$ cat src/rtl/rr_mux_pkg.sv
// rr_mux_pkg: shared types and pointer helper for the round-robin mux scheduler
package rr_mux_pkg;

    typedef enum logic {EMPTY, FULL} out_state_t;

    // Next index after last, wrapping by comparison so non-power-of-two counts stay in range
    function automatic int unsigned rr_next(input int unsigned last, input int unsigned n);
        return (last >= n - 1) ? 0 : last + 1;
    endfunction

endpackage

$ cat src/rtl/rr_mux_scheduler_pick.sv
// rr_pick: first valid requester at or after last_grant+1, with wrap-around
module rr_pick import rr_mux_pkg::*; #(
    parameter  int NUM_INPUTS = 8,
    localparam int SEL_W      = $clog2(NUM_INPUTS)
) (
    input  logic [NUM_INPUTS-1:0] req_valid,
    input  logic [SEL_W-1:0]      last_grant,
    output logic [SEL_W-1:0]      pick,
    output logic                  any_req
);

    logic        found;
    int unsigned idx;

    // Walk every index once starting after the previous winner; the first valid one wins
    always_comb begin
        pick    = '0;
        any_req = |req_valid;
        found   = 1'b0;
        idx     = rr_next(32'(last_grant), NUM_INPUTS);
        for (int k = 0; k < NUM_INPUTS; k++) begin
            if (!found && req_valid[idx]) begin
                pick  = SEL_W'(idx);
                found = 1'b1;
            end
            idx = rr_next(idx, NUM_INPUTS);
        end
    end

endmodule

$ cat src/rtl/rr_mux_scheduler.sv
// rr_mux_scheduler: round-robin N:1 scheduler feeding one registered valid/ready output
module rr_mux_scheduler import rr_mux_pkg::*; #(
    parameter  int NUM_INPUTS = 8,
    parameter  int WIDTH      = 8,
    localparam int SEL_W      = $clog2(NUM_INPUTS)
) (
    input  logic                  clk,
    input  logic                  rst_n,
    input  logic [NUM_INPUTS-1:0] req_valid,
    input  logic [WIDTH-1:0]      req_data [NUM_INPUTS],
    output logic [NUM_INPUTS-1:0] req_ready,
    output logic                  out_valid,
    output logic [WIDTH-1:0]      out_data,
    output logic [SEL_W-1:0]      out_src,
    input  logic                  out_ready,
    output logic                  busy
);

    out_state_t       state, next_state;
    logic [SEL_W-1:0] pick, last_grant;
    logic             any_req, load, take;

    rr_pick #(.NUM_INPUTS(NUM_INPUTS)) u_pick (
        .req_valid (req_valid),
        .last_grant(last_grant),
        .pick      (pick),
        .any_req   (any_req)
    );

    assign out_valid = (state == FULL);
    assign load      = (state == EMPTY) | (out_ready & out_valid);
    assign take      = rst_n & load & any_req;
    assign req_ready = take ? (NUM_INPUTS'(1) << pick) : '0;
    assign busy      = out_valid | (|req_valid);

    // Output-register occupancy; reset empties it immediately
    always_ff @(posedge clk or negedge rst_n) begin
        if (!rst_n) state <= EMPTY;
        else        state <= next_state;
    end

    // Refill when the slot is free or draining this cycle, otherwise hold
    always_comb begin
        next_state = load ? (any_req ? FULL : EMPTY) : state;
    end

    // Capture the granted word and advance the round-robin pointer only on a grant
    always_ff @(posedge clk or negedge rst_n) begin
        if (!rst_n) begin
            out_data   <= '0;
            out_src    <= '0;
            last_grant <= SEL_W'(NUM_INPUTS - 1);
        end else if (take) begin
            out_data   <= req_data[pick];
            out_src    <= pick;
            last_grant <= pick;
        end
    end

endmodule

$ cat config.mk
export PLATFORM = sky130hd
export DESIGN_NAME = rr_mux_scheduler
export DESIGN_NICKNAME = d
export VERILOG_FILES = /design/src/rtl/rr_mux_pkg.sv /design/src/rtl/rr_mux_scheduler_pick.sv /design/src/rtl/rr_mux_scheduler.sv
export SDC_FILE = /design/constraint.sdc
export NUM_CORES = 1
export LEC_CHECK = 0
export ABC_CLOCK_PERIOD_IN_PS = 15100
export CAP_MARGIN = 40
export CELL_PAD_IN_SITES_DETAIL_PLACEMENT = 2
export CELL_PAD_IN_SITES_GLOBAL_PLACEMENT = 2
export CORE_MARGIN = 5
export CORE_UTILIZATION = 39
export CTS_CLUSTER_DIAMETER = 120
export DETAILED_ROUTE_END_ITERATION = 16
export DONT_BUFFER_PORTS = 1
export PLACE_DENSITY = 0.87
export SYNTH_ARGS = -nofsm -noshare
export SYNTH_HDL_FRONTEND = slang
export SYNTH_SLANG_ARGS = --single-unit
export TNS_END_PERCENT = 30
$ cat constraint.sdc
create_clock -name clk -period 15.1 [get_ports clk]
set_input_delay 3.02 -clock clk [delete_from_list [all_inputs] [get_ports clk]]
set_output_delay 3.02 -clock clk [all_outputs]
set_load 0.01 [all_outputs]
== Yosys cells after proc, flatten, opt, wreduce, memory -nomap -nowiden ==
Cells that the tools add are included.
Storage, ports and cells
  input bits: 75
  flip-flop bits (word level): 15
  logic and storage cells: 96
  output and inout bits: 21
Cells by class
  reduce and logical (&&, ||, !) cells: 15
  multiplexer cells: 44
  magnitude comparators: 17
  bitwise logic cells: 7
  add/sub/neg operators: 8
  shift-type cells: 1
Operators by type and width (count)
  32-bit by 4-bit < comparator with 1-bit output (second input constant): 8
  32-bit two-way mux: 8
  32-bit by 1-bit adder with 32-bit output (second input constant): 7
  32-bit by 3-bit >= comparator with 1-bit output (second input constant): 7
  1-bit binary-select mux with 3-bit select: 8
  8-bit binary-select mux with 3-bit select: 1
  3-bit two-way mux: 8
  8-bit two-way mux: 3
  1-bit two-way mux: 16
  8-bit OR reduction: 1
  1-bit by 3-bit left shift with 8-bit output (first input constant): 1
  1-bit logical AND: 7
  1-bit logical NOT: 7
  3-bit by 1-bit adder with 4-bit output (second input constant): 1
  4-bit >= comparator (second input constant): 1
  3-bit NOT with 4-bit output: 1
  1-bit AND: 3
  3-bit >= comparator (second input constant): 1
  1-bit bitwise OR: 2
  1-bit NOT: 1

== Logic depth before layout (Yosys ltp) ==
  depth after elaboration: 30
  depth in mapped cells: 40

== Modules after synthesis ==
From an unflattened synthesis, not the netlist that was laid out.
Second synthesis, totals
  cells, all modules: 312
  area total of the unflattened synthesis: 2651.3 µm²
Modules (own cells, without submodules)
  rr_pick: cells each 193, area an instance 1397.6 µm², times used 1
  rr_mux_scheduler: cells each 119, area an instance 1253.7 µm², times used 1

== Worst setup path before layout ==
Ideal clock, no wire load.
  kind: register to output
  start: register last_grant[0]
  end: output port req_ready[6]
  arrival: 7729 ps
  data required time: 12080 ps
  setup slack: 4351 ps
  stages on the path, launching flop included: 36
  cell sequence: dfstp_2 -> ha_1 -> ha_1 -> nor2_2 -> ha_1 -> inv_1 -> a31oi_1 -> ha_1 -> clkbuf_1 -> nor2_1 -> o21ai_0 -> inv_1 -> ha_1 -> o211ai_1 -> inv_1 -> ha_1 -> or3_1 -> a21boi_0 -> ha_1 -> buf_2 -> inv_1 -> o211ai_1 -> inv_1 -> ha_1 -> or2_2 -> a2111oi_0 -> a311oi_1 -> o21ai_2 -> o31a_1 -> o2bb2ai_1 -> a211o_1 -> or4b_1 -> buf_6 -> mux2i_4 -> nand2b_2 -> nor2_1
Between the ends
  word-level cells in the longest chain between the ends: 28
RTL lines
  start, declared: line rr_mux_scheduler.sv:20  | logic [SEL_W-1:0] pick, last_grant;
  start signal, assigned: line rr_mux_scheduler.sv:52  | last_grant <= SEL_W'(NUM_INPUTS - 1);
  start signal, assigned: line rr_mux_scheduler.sv:56  | last_grant <= pick;
  3-bit by 1-bit adder with 4-bit output / 3-bit >= comparator (equally long branches): line rr_mux_pkg.sv:8  | return (last >= n - 1) ? 0 : last + 1;
  32-bit two-way mux (*): line rr_mux_pkg.sv:8
  parallel branches: the longest is 23 deep, another holds 32-bit by 1-bit adder with 32-bit output
  3-bit two-way mux (*): line rr_mux_scheduler_pick.sv:22  | if (!found && req_valid[idx]) begin
  1-bit by 3-bit left shift with 8-bit output (*): line rr_mux_scheduler.sv:33  | assign req_ready = take ? (NUM_INPUTS'(1) << pick) : '0;
  8-bit two-way mux (*): line rr_mux_scheduler.sv:33
  end, declared: line rr_mux_scheduler.sv:11  | output logic [NUM_INPUTS-1:0] req_ready,
Every way passes the cells marked *. The select of a mux whose other input is x is not followed.

== Worst setup path in the final report ==
Ends and elaborated chain as after synthesis.

==> key figures <==
STA
  • Max Freq: 0.0773 GHz
  • RSZ-0062 raised after global routing: no
  • Tightest Pin Transition: 0.817 ns
  • Final Hold Vio Count: 0
  • Crit path time final: 12.93 ns
  • Clock Skew: about 0.0020 ns
  • Period utilization: 0.856
  • Setup TNS Final: 0 ns
  • Max_slew headroom: 0.451
  • Final setup violation count: 0
  • Final Slew Violations: 0

Run status
  • Status: complete, no violations

GRT
  • Antenna violations before repair: 0
  • Overflow after GRT: 0
  • First-pass GRT wire length: between 15 and 20 mm
  • Vias in the first global route: 3330
  • Total track usage: 0.259
  • Largest net degree at the start of global routing: 23

Place
  • Final Wtd Congestion: 0.889
  • PortBufs: 0
  • Placed wire-length estimate: 9.38 mm

Critical path
  • R2R depth: 34
  • CP dominant cell by count: ha_1
  • RR Startpoint: last_grant[0]$_DFFE_PN1P_
  • CP Data Arrival Time: 9.91 ns
  • Crit path launch type: register
  • RR Endpoint: out_data[2]$_DFFE_PN0P_
  • Crit path kind: register to primary output
  • Crit path max fanout: 22
  • Worst Setup End Kind: primary output
  • WP data required: around 12 ns
  • CP peak stage delay: between 0.8 and 0.9 ns
  • Reg2Reg Setup Slack: 5.08 ns
  • Slowest-stage cell, CP: dfstp_2

Cells and area
  • Ant. Diodes: 0
  • Multi-input gate area: 2170 sq um
  • Most common cell after layout, fill and taps aside: nand2_1
  • Area growth syn-to-layout: 3.73%
  • Nets: 420
  • Sequential cell area: 379 sq um
  • Fill cell count: 787
  • Share of cells above drive strength 1: 0.164
  • Most frequent cells in the layout: 37 x nand2_1, 26 x nor2_1, 19 x mux2i_1, 19 x a22oi_1, 16 x a21oi_1

Clock network
  • Largest buffer count on any clock path: 2
  • H-tree depth: 1
  • Clock insertion delay at the later pin of the skew report: about 0.26 ns
  • Cts repair resizes: 0
  • CTS buffer count: 3
  • CTS tree: yes
  • Total setup buffers inserted after CTS: 0
  • Clock transition at path regs: 0.07 ns
  • Hold-fix buffers at CTS: 0
  • CTS Root Cell: clkbuf_8
  • Clock Sinks: 15

Synthesis
  • Average cell area after synthesis: 7.90 sq um
  • Post-synth top flop: dfrtp_1
  • Synth unique cells: 79
  • Post-synth ARST share: 1.00
  • Syn Std Cell Area: about 2700 sq um
  • Synthesis warning total: 0
  • Syn Nets: approximately 420
  • Register area share after synthesis: 0.141
  • Number of synthesized register bits: 15
  • Post-synth EDFFs: 0
  • Synthesized instance count: 340

Route
  • TritonRoute pass-1 iters: 4
  • DR iter-0 viols: 82
  • Vias/cell: between 7 and 8
  • ANT nets after route: 0
  • Residual DRC: 0
  • Drt total wl: around 11 mm
  • Vias: about 3000
  • Routed WL per cell: around 27 um

Floorplan
  • Starting density of the core: 0.397
  • # IOs: between 90 and 100
  • Die Wd: approximately 93 um
  • Site row count: 30
  • CORE AREA: 6760 sq um
  • Die Span Y: 93.0 um
  • Die area: 8640 sq um

Worst hold path
  • Hold Path End: last_grant[1]$_DFFE_PN1P_
  • Worst hold start: last_grant[1]$_DFFE_PN1P_
  • Hold Path Depth: 1
  • Hold Path Class: register to register

Run
  • Max Cap Violations: 0
## synthesized netlist by cell type (all sizes together) (7+ instances only)
library cell	n	area, sq um
a211o	7	61.3
a21oi	18	97.6
a22oi	19	143
buf	8	65.1
dfrtp	12	300
ha	9	113
inv	12	45.1
mux2	8	90.1
mux2i	20	213
nand2	38	145
nand3	11	55.1
nor2	30	123
nor2b	8	57.6
nor3	8	40.0
nor4	7	43.8
o211ai	8	65.1
o21ai	17	88.8
## metrics by stage
step           hold slack [ns]  std cells  utilization  area, sq um  worst slack [ns]
2_1_floorplan            0.493        340            -         2690              4.35
3_3_place_gp             0.528        410        0.404         2730              3.33
3_5_place_dp             0.542        411        0.405         2740              2.54
4_1_cts                  0.558        415        0.412         2790              2.26
5_1_grt                  0.570        415        0.412         2790              1.49
6_report                 0.559        415        0.412         2790              2.17
## final cells by class
class                           instances  share of cell area
Clock buffer                            3              0.0148
Inverter                               12              0.0162
Tap cell                               80              0.0359
Sequential cell                        15               0.136
Multi-Input combinational cell        299               0.780
Clock inverter                          1             0.00180
Timing Repair Buffer                    5              0.0148
## cells by family (layout without fill, tap and decap cells)
group / Yosys count / count (layout) / share of synthesized area
buffers and inverters: 26 / 21 / 0.0494
muxes: 31 / 31 / 0.138
adders and majority gates: 9 / 9 / 0.0419
DFF: 15 / 15 / 0.141
AOI/OAI and AO/OA: 118 / 118 / 0.349
xor gates and xnor gates: 1 / 1 / 0.00326
and+or+nand+nor: 140 / 140 / 0.277
## metal layers
metal / wire, um / track usage / vias up
met5: 0 / 0 / -
met2: 6020 / 0.489 / 109
met4: 431 / 0.110 / 0
met3: 501 / 0.0330 / 27
met1: 4410 / 0.288 / 1514
li1: - / - / 1336
## flip-flops by register name, indices dropped and copies added (netlist names)
signal and cells:
out_data 8, out_src 3, out_valid 1, last_grant 3
## worst max-delay path, delay by kind of cell, from the launching register on
family,cells,cell delay (ns)
multiplexers,1,0.28
buffers and inverters,5,0.42
flip-flops,1,0.86
AO/OA/AOI/OAI,11,2.59
adder cells (fa/ha/maj),8,2.88
AND/OR/NAND/NOR,7,2.60
## worst max-delay path by stage
stage / from / endpoint / slack [ns] / depth (start not counted)
after floorplan: last_grant[0]$_DFFE_PN1P_ / req_ready[6] / 4.35 / 35
after global placement: last_grant[0]$_DFFE_PN1P_ / req_ready[6] / 3.33 / 31
after detailed placement: last_grant[0]$_DFFE_PN1P_ / req_ready[6] / 2.54 / 32
after CTS: last_grant[0]$_DFFE_PN1P_ / req_ready[6] / 2.26 / 32
after global routing: last_grant[0]$_DFFE_PN1P_ / req_ready[6] / 1.49 / 32
final: last_grant[0]$_DFFE_PN1P_ / req_ready[6] / 2.17 / 32
Power is left out: the tool's default activity adds up to more than one toggle a clock period on the data nets, which glitch-free logic cannot reach.
